`src/rtl/glitch_sfifo.sv`:
```
// glitch_sfifo: single-clock FIFO for the glitch capture path.
// Build-time width, depth and read mode (standard or FWFT).
// Registered status flags, live fill level, and sticky error flags.
module glitch_sfifo #(
   parameter int WIDTH = 32,
   parameter int DEPTH = 100,
   parameter int FWFT  = 0,
   localparam int AW   = $clog2(DEPTH + 1)
) (
   input  logic             CLOCK,
   input  logic             RESET,
   input  logic [WIDTH-1:0] DATA,
   input  logic             WE,
   input  logic             RE,
   input  logic [AW-1:0]    AFVAL,
   input  logic [AW-1:0]    AEVAL,
   input  logic             CLR_ERR,
   output logic [WIDTH-1:0] Q,
   output logic             FULL,
   output logic             EMPTY,
   output logic             AFULL,
   output logic             AEMPTY,
   output logic [AW-1:0]    LEVEL,
   output logic             OVERFLOW,
   output logic             UNDERFLOW
);

   localparam int PW = (DEPTH > 1) ? $clog2(DEPTH) : 1;
   localparam logic [PW-1:0] PTR_LAST  = PW'(DEPTH - 1);
   localparam logic [AW-1:0] LEVEL_MAX = AW'(DEPTH);

   logic [WIDTH-1:0] mem [DEPTH];

   logic [PW-1:0]    wr_ptr_q, wr_ptr_d, rd_ptr_q, rd_ptr_d;
   logic [PW-1:0]    wr_nxt, rd_nxt;
   logic [AW-1:0]    level_q, level_d;
   logic [WIDTH-1:0] q_q, q_d;
   logic             full_q, full_d, empty_q, empty_d;
   logic             afull_q, afull_d, aempty_q, aempty_d;
   logic             ovf_q, ovf_d, unf_q, unf_d;
   logic             wr_acc, rd_acc;

   // Acceptance uses the registered flags from before the edge.
   assign wr_acc = WE & ~full_q;
   assign rd_acc = RE & ~empty_q;

   // Next-state for pointers, level, flags, errors and the output word.
   always_comb begin
      wr_nxt    = (wr_ptr_q == PTR_LAST) ? '0 : wr_ptr_q + PW'(1);
      rd_nxt    = (rd_ptr_q == PTR_LAST) ? '0 : rd_ptr_q + PW'(1);
      wr_ptr_d  = wr_acc ? wr_nxt : wr_ptr_q;
      rd_ptr_d  = rd_acc ? rd_nxt : rd_ptr_q;
      level_d   = level_q;
      case ({wr_acc, rd_acc})
         2'b10:   level_d = level_q + AW'(1);
         2'b01:   level_d = level_q - AW'(1);
         default: level_d = level_q;
      endcase
      full_d    = (level_d == LEVEL_MAX);
      empty_d   = (level_d == '0);
      afull_d   = (level_d >= AFVAL);
      aempty_d  = (level_d <= AEVAL);
      // A fresh error on the clearing edge keeps the flag set.
      ovf_d     = (WE & full_q)  | (ovf_q & ~CLR_ERR);
      unf_d     = (RE & empty_q) | (unf_q & ~CLR_ERR);
      q_d       = q_q;
      if (FWFT != 0) begin
         // Q mirrors the post-edge head word. When the new head is the
         // slot being written this edge, take it straight from DATA.
         if (level_d != '0)
            q_d = (wr_acc && (rd_ptr_d == wr_ptr_q)) ? DATA : mem[rd_ptr_d];
      end else begin
         if (rd_acc)
            q_d = mem[rd_ptr_q];
      end
   end

   // Storage array; contents are intentionally not reset.
   always_ff @(posedge CLOCK) begin
      if (wr_acc)
         mem[wr_ptr_q] <= DATA;
   end

   // Control and status registers with asynchronous reset.
   always_ff @(posedge CLOCK or posedge RESET) begin
      if (RESET) begin
         wr_ptr_q <= '0;
         rd_ptr_q <= '0;
         level_q  <= '0;
         q_q      <= '0;
         full_q   <= 1'b0;
         empty_q  <= 1'b1;
         afull_q  <= 1'b0;
         aempty_q <= 1'b1;
         ovf_q    <= 1'b0;
         unf_q    <= 1'b0;
      end else begin
         wr_ptr_q <= wr_ptr_d;
         rd_ptr_q <= rd_ptr_d;
         level_q  <= level_d;
         q_q      <= q_d;
         full_q   <= full_d;
         empty_q  <= empty_d;
         afull_q  <= afull_d;
         aempty_q <= aempty_d;
         ovf_q    <= ovf_d;
         unf_q    <= unf_d;
      end
   end

   assign Q         = q_q;
   assign FULL      = full_q;
   assign EMPTY     = empty_q;
   assign AFULL     = afull_q;
   assign AEMPTY    = aempty_q;
   assign LEVEL     = level_q;
   assign OVERFLOW  = ovf_q;
   assign UNDERFLOW = unf_q;

endmodule

```
`config.mk`:
```
export PLATFORM = sky130hd
export DESIGN_NAME = glitch_sfifo
export DESIGN_NICKNAME = d
export VERILOG_FILES = /design/src/rtl/glitch_sfifo.sv
export SDC_FILE = /design/constraint.sdc
export NUM_CORES = 2
export LEC_CHECK = 0
export ABC_AREA = 1
export CAP_MARGIN = 15
export CORE_MARGIN = 10
export CORE_UTILIZATION = 24
export CTS_CLUSTER_SIZE = 10
export DETAILED_ROUTE_END_ITERATION = 8
export PLACE_DENSITY = 0.46
export SLEW_MARGIN = 30
export SYNTH_ARGS = -nofsm -noshare
export SYNTH_HDL_FRONTEND = slang
export SYNTH_SLANG_ARGS = --single-unit
```
`constraint.sdc`:
```
create_clock -name CLOCK -period 5.25 [get_ports CLOCK]
set_clock_uncertainty 0.05 [all_clocks]
set_input_delay 1.575 -clock CLOCK [delete_from_list [all_inputs] [get_ports CLOCK]]
set_output_delay 1.575 -clock CLOCK [all_outputs]
set_load 0.05 [all_outputs]
```
==> qor.csv <==
stage;metric;value;unit
synth;synthSimpleGateAreaFrac;11.8;%
drt;top_layer;met5;
setup_path;max_stage_delay;0.91;ns
synth;seq_area_frac_synth;75.1;%
final_layout;final_cell_mix;3,200 x edfxtp_1, 2,066 x nor2_1, 1,545 x o21ai_0, 1,457 x nand2_1, 481 x o22ai_1;
clocking;cts_tree;yes;
status;status;complete, no violations;
synth;ys_types;37;
synth;synth-compound-area-share;9.63;%
final_layout;nets;10600;
sta;slew-limit-headroom;31.9;%
final_layout;final_cell_area;151000;um2
die;die_w;756;um
setup_path;cp.required;3.63;ns
sta;rsz0062_at_grt;false;
synth;synth_top_family_by_area;simple AND/OR/NAND/NOR gates;
clocking;max-clock-path-buffers;4;
clocking;clk_latency;0.95;ns
setup_path;crit_family;buffers and inverters;
setup_path;crit_chain;clkdlybuf4s50_1;
power_and_ir_drop;p_leak;48.9;nW
setup_path;crit_path_max_fanout;2;
synth;synth-xor-area-share;0.0405;%
clocking;cts_max_level;5;
sta;tightestPinTransition;1.02;ns
die;fp-row-count;270;
sta;setup_viol;0;
power_and_ir_drop;vdd_ir_drop_max;469;uV
die;die_area;571000;um2
synth;syn-cell-area;130000;um2
placed_design;dpl.cell_count;17300;
clocking;numCtsBuffers;377;
drt;ant_nets;0;
clocking;cts-root-buf;clkbuf_16;
placed_design;gp_congestion;0.830;
clocking;clkSinkCount;3259;
drt;wl_met2;189;mm
sta;setup_tns;0;ns
final_layout;fillers;55400;
clocking;cts_setup_buffers;0;
global_route;grt_max_degree;190;
synth;synthAdderAreaFrac;0.135;%
clocking;hold_buffers;0;
synth;syn_nets;10500;
drt;first_pass_iters;5;
drt;wl_met3;21.2;mm
global_route;grt_pass1_vias;78700;
final_layout;drive_gt1_share;8.13;%
synth;ys_ff_latch;3259;
setup_path;cp-start-kind;register;
global_route;antenna_found_initial;30;
setup_path;crit_path_end_kind;output port;
die;num_io_pins;96;
final_layout;stdcell_count;17900;
setup_path;critical_path.slowest_cell;clkdlybuf4s50_1;
sta;finalHoldViolCount;0;
setup_path;cp_num_buf_inv;1;
synth;yosys_warnings;0;
clocking;clk_pin_slew;0.05;ns
sta;drv_slew;0;
drt;wl_met1;185;mm
global_route;grt_usage;13.7;%
setup_path;cp.arrival;2.54;ns
sta;fin_crit;4.16;ns
die;fp.dieH;756;um
final_layout;utilization;28.0;%
hold_path;holdCritPathClass;register to register;
drt;drc_errors;0;
drt;wl_per_cell;22.8;um
drt;avgViaCountPerCell;4.55;
synth;synthMuxAreaShare;0;%
placed_design;port_buffers;95;
power_and_ir_drop;powerDensity;503;nW/um2
setup_path;crit_type;register to output port;
sta;min_period_over_period;79.3;%
final_layout;layout_commonest_cell;edfxtp_1;
placed_design;dp_hpwl;227;mm
sta;max_freq;240;MHz
die;start_util;24.1;%
flow_run;drv_cap;0;
clocking;cts_resized;0;
drt;wl;408;mm
synth;synth_area_per_cell;12.5;um2
die;fp.coreArea;540000;um2
drt;drt_iter0_markers;7587;
global_route;overflow;0;
final_layout;area_growth;16.3;%
synth;syn_inst;10400;
placed_design;place_area;140000;um2
drt;via_count;81500;
global_route;grt_pass1_wl;584;mm
per-stage QoR:
stage	hold slack [ns]	setup slack, ns	total power [mW]
after floorplan	0.452	-0.558	42.4
after global placement	0.427	0.0774	53.2
after detailed placement	0.428	0.263	53.2
after CTS	0.450	1.01	76.8
after global routing	0.484	0.891	79.4
final	0.445	1.09	76.0
area by class of cell:
cell class / instances / area [um2] / share of cell area [%]
diodes: 13 / 32.5 / 0.0215
inverters: 156 / 621 / 0.411
well taps: 7208 / 9020 / 5.97
repair buffers: 387 / 4400 / 2.91
flip-flops and latches: 3259 / 97600 / 64.6
clock buffers: 488 / 10000 / 6.65
clock inverters: 45 / 479 / 0.317
multi-input cells: 6333 / 28900 / 19.1
Yosys cell counts:
master	instances	area share, %
a31o_2	1	0.0067
inv_1	151	0.44
nand3_1	213	0.82
dfstp_2	2	0.040
a211oi_1	1	0.0058
dfrtp_1	57	1.1
inv_4	1	0.0048
nor2_4	1	0.0087
nand4_1	92	0.44
clkbuf_2	1	0.0039
edfxtp_1	3200	74
a21oi_1	215	0.83
dlygate4sd1_1	1	0.0067
clkbuf_1	267	0.77
o21ai_0	1545	6.0
nand3b_1	2	0.012
a221o_1	9	0.069
buf_12	1	0.015
buf_6	59	0.51
nor3_1	11	0.042
nor4_1	3	0.014
o22ai_1	481	2.3
buf_8	4	0.046
xor2_1	6	0.040
or2_1	1	0.0048
ha_1	14	0.13
buf_2	219	0.84
buf_4	81	0.47
nand2_2	1	0.0048
clkinv_1	2	0.0058
inv_2	2	0.0058
nor2_1	2159	6.2
buf_1	34	0.098
nand2_1	1459	4.2
nor2_2	1	0.0048
or2_2	1	0.0048
o21ai_1	117	0.45
registers in the layout, indices dropped and copies added, names as in the netlist, 7 cells and up:
register  cells
LEVEL         7
Q            32
mem        3200
rd_ptr_q      7
wr_ptr_q      7
power breakdown:
group | total, mW | internal (mW) | switching, mW
Sequential | 29.8 | 29.2 | 0.589
Clock | 23.5 | 13.3 | 10.1
Combinational | 22.7 | 5.58 | 17.2
tightest hold or removal path: cells and delay by family, from the launching register on:
kind             cells  cell delay [ns]
DFF                  1             0.35
and+or+nand+nor      2             0.11
routing by layer:
metal / global-route usage [%] / vias up
met5: 0 / -
met4: 3.76 / 12
met3: 1.93 / 514
met2: 22.3 / 2060
met1: 19.0 / 41400
li1: - / 37500
cell families after synthesis:
kind of cell               after synthesis
and+or+nand+nor                       3944
DFF                                   3259
AOI/OAI and AO/OA                     2369
buffers and inverters                  823
adders and majority gates               14
xor gates and xnor gates                 6
final timing paths:
| check | slack (ns) | depth (start not counted) | startpoint | endpoint |
|---|---|---|---|---|
| worst max-delay path | 1.09 | 1 | Q[14] | Q[14] |
| worst min-delay path | 0.45 | 2 | Q[20] | Q[20] |
| worst max register to register | 1.34 | 11 | rd_ptr_q[0] | Q[4] |
| worst min register to register | 0.45 | 2 | Q[20] | Q[20] |
| max in group asynchronous | 3.35 | 3 | RESET | Q[18] |
| min in group asynchronous | 0.91 | 2 | RESET | wr_ptr_q[1] |
Power figures use the tool's default switching activity.
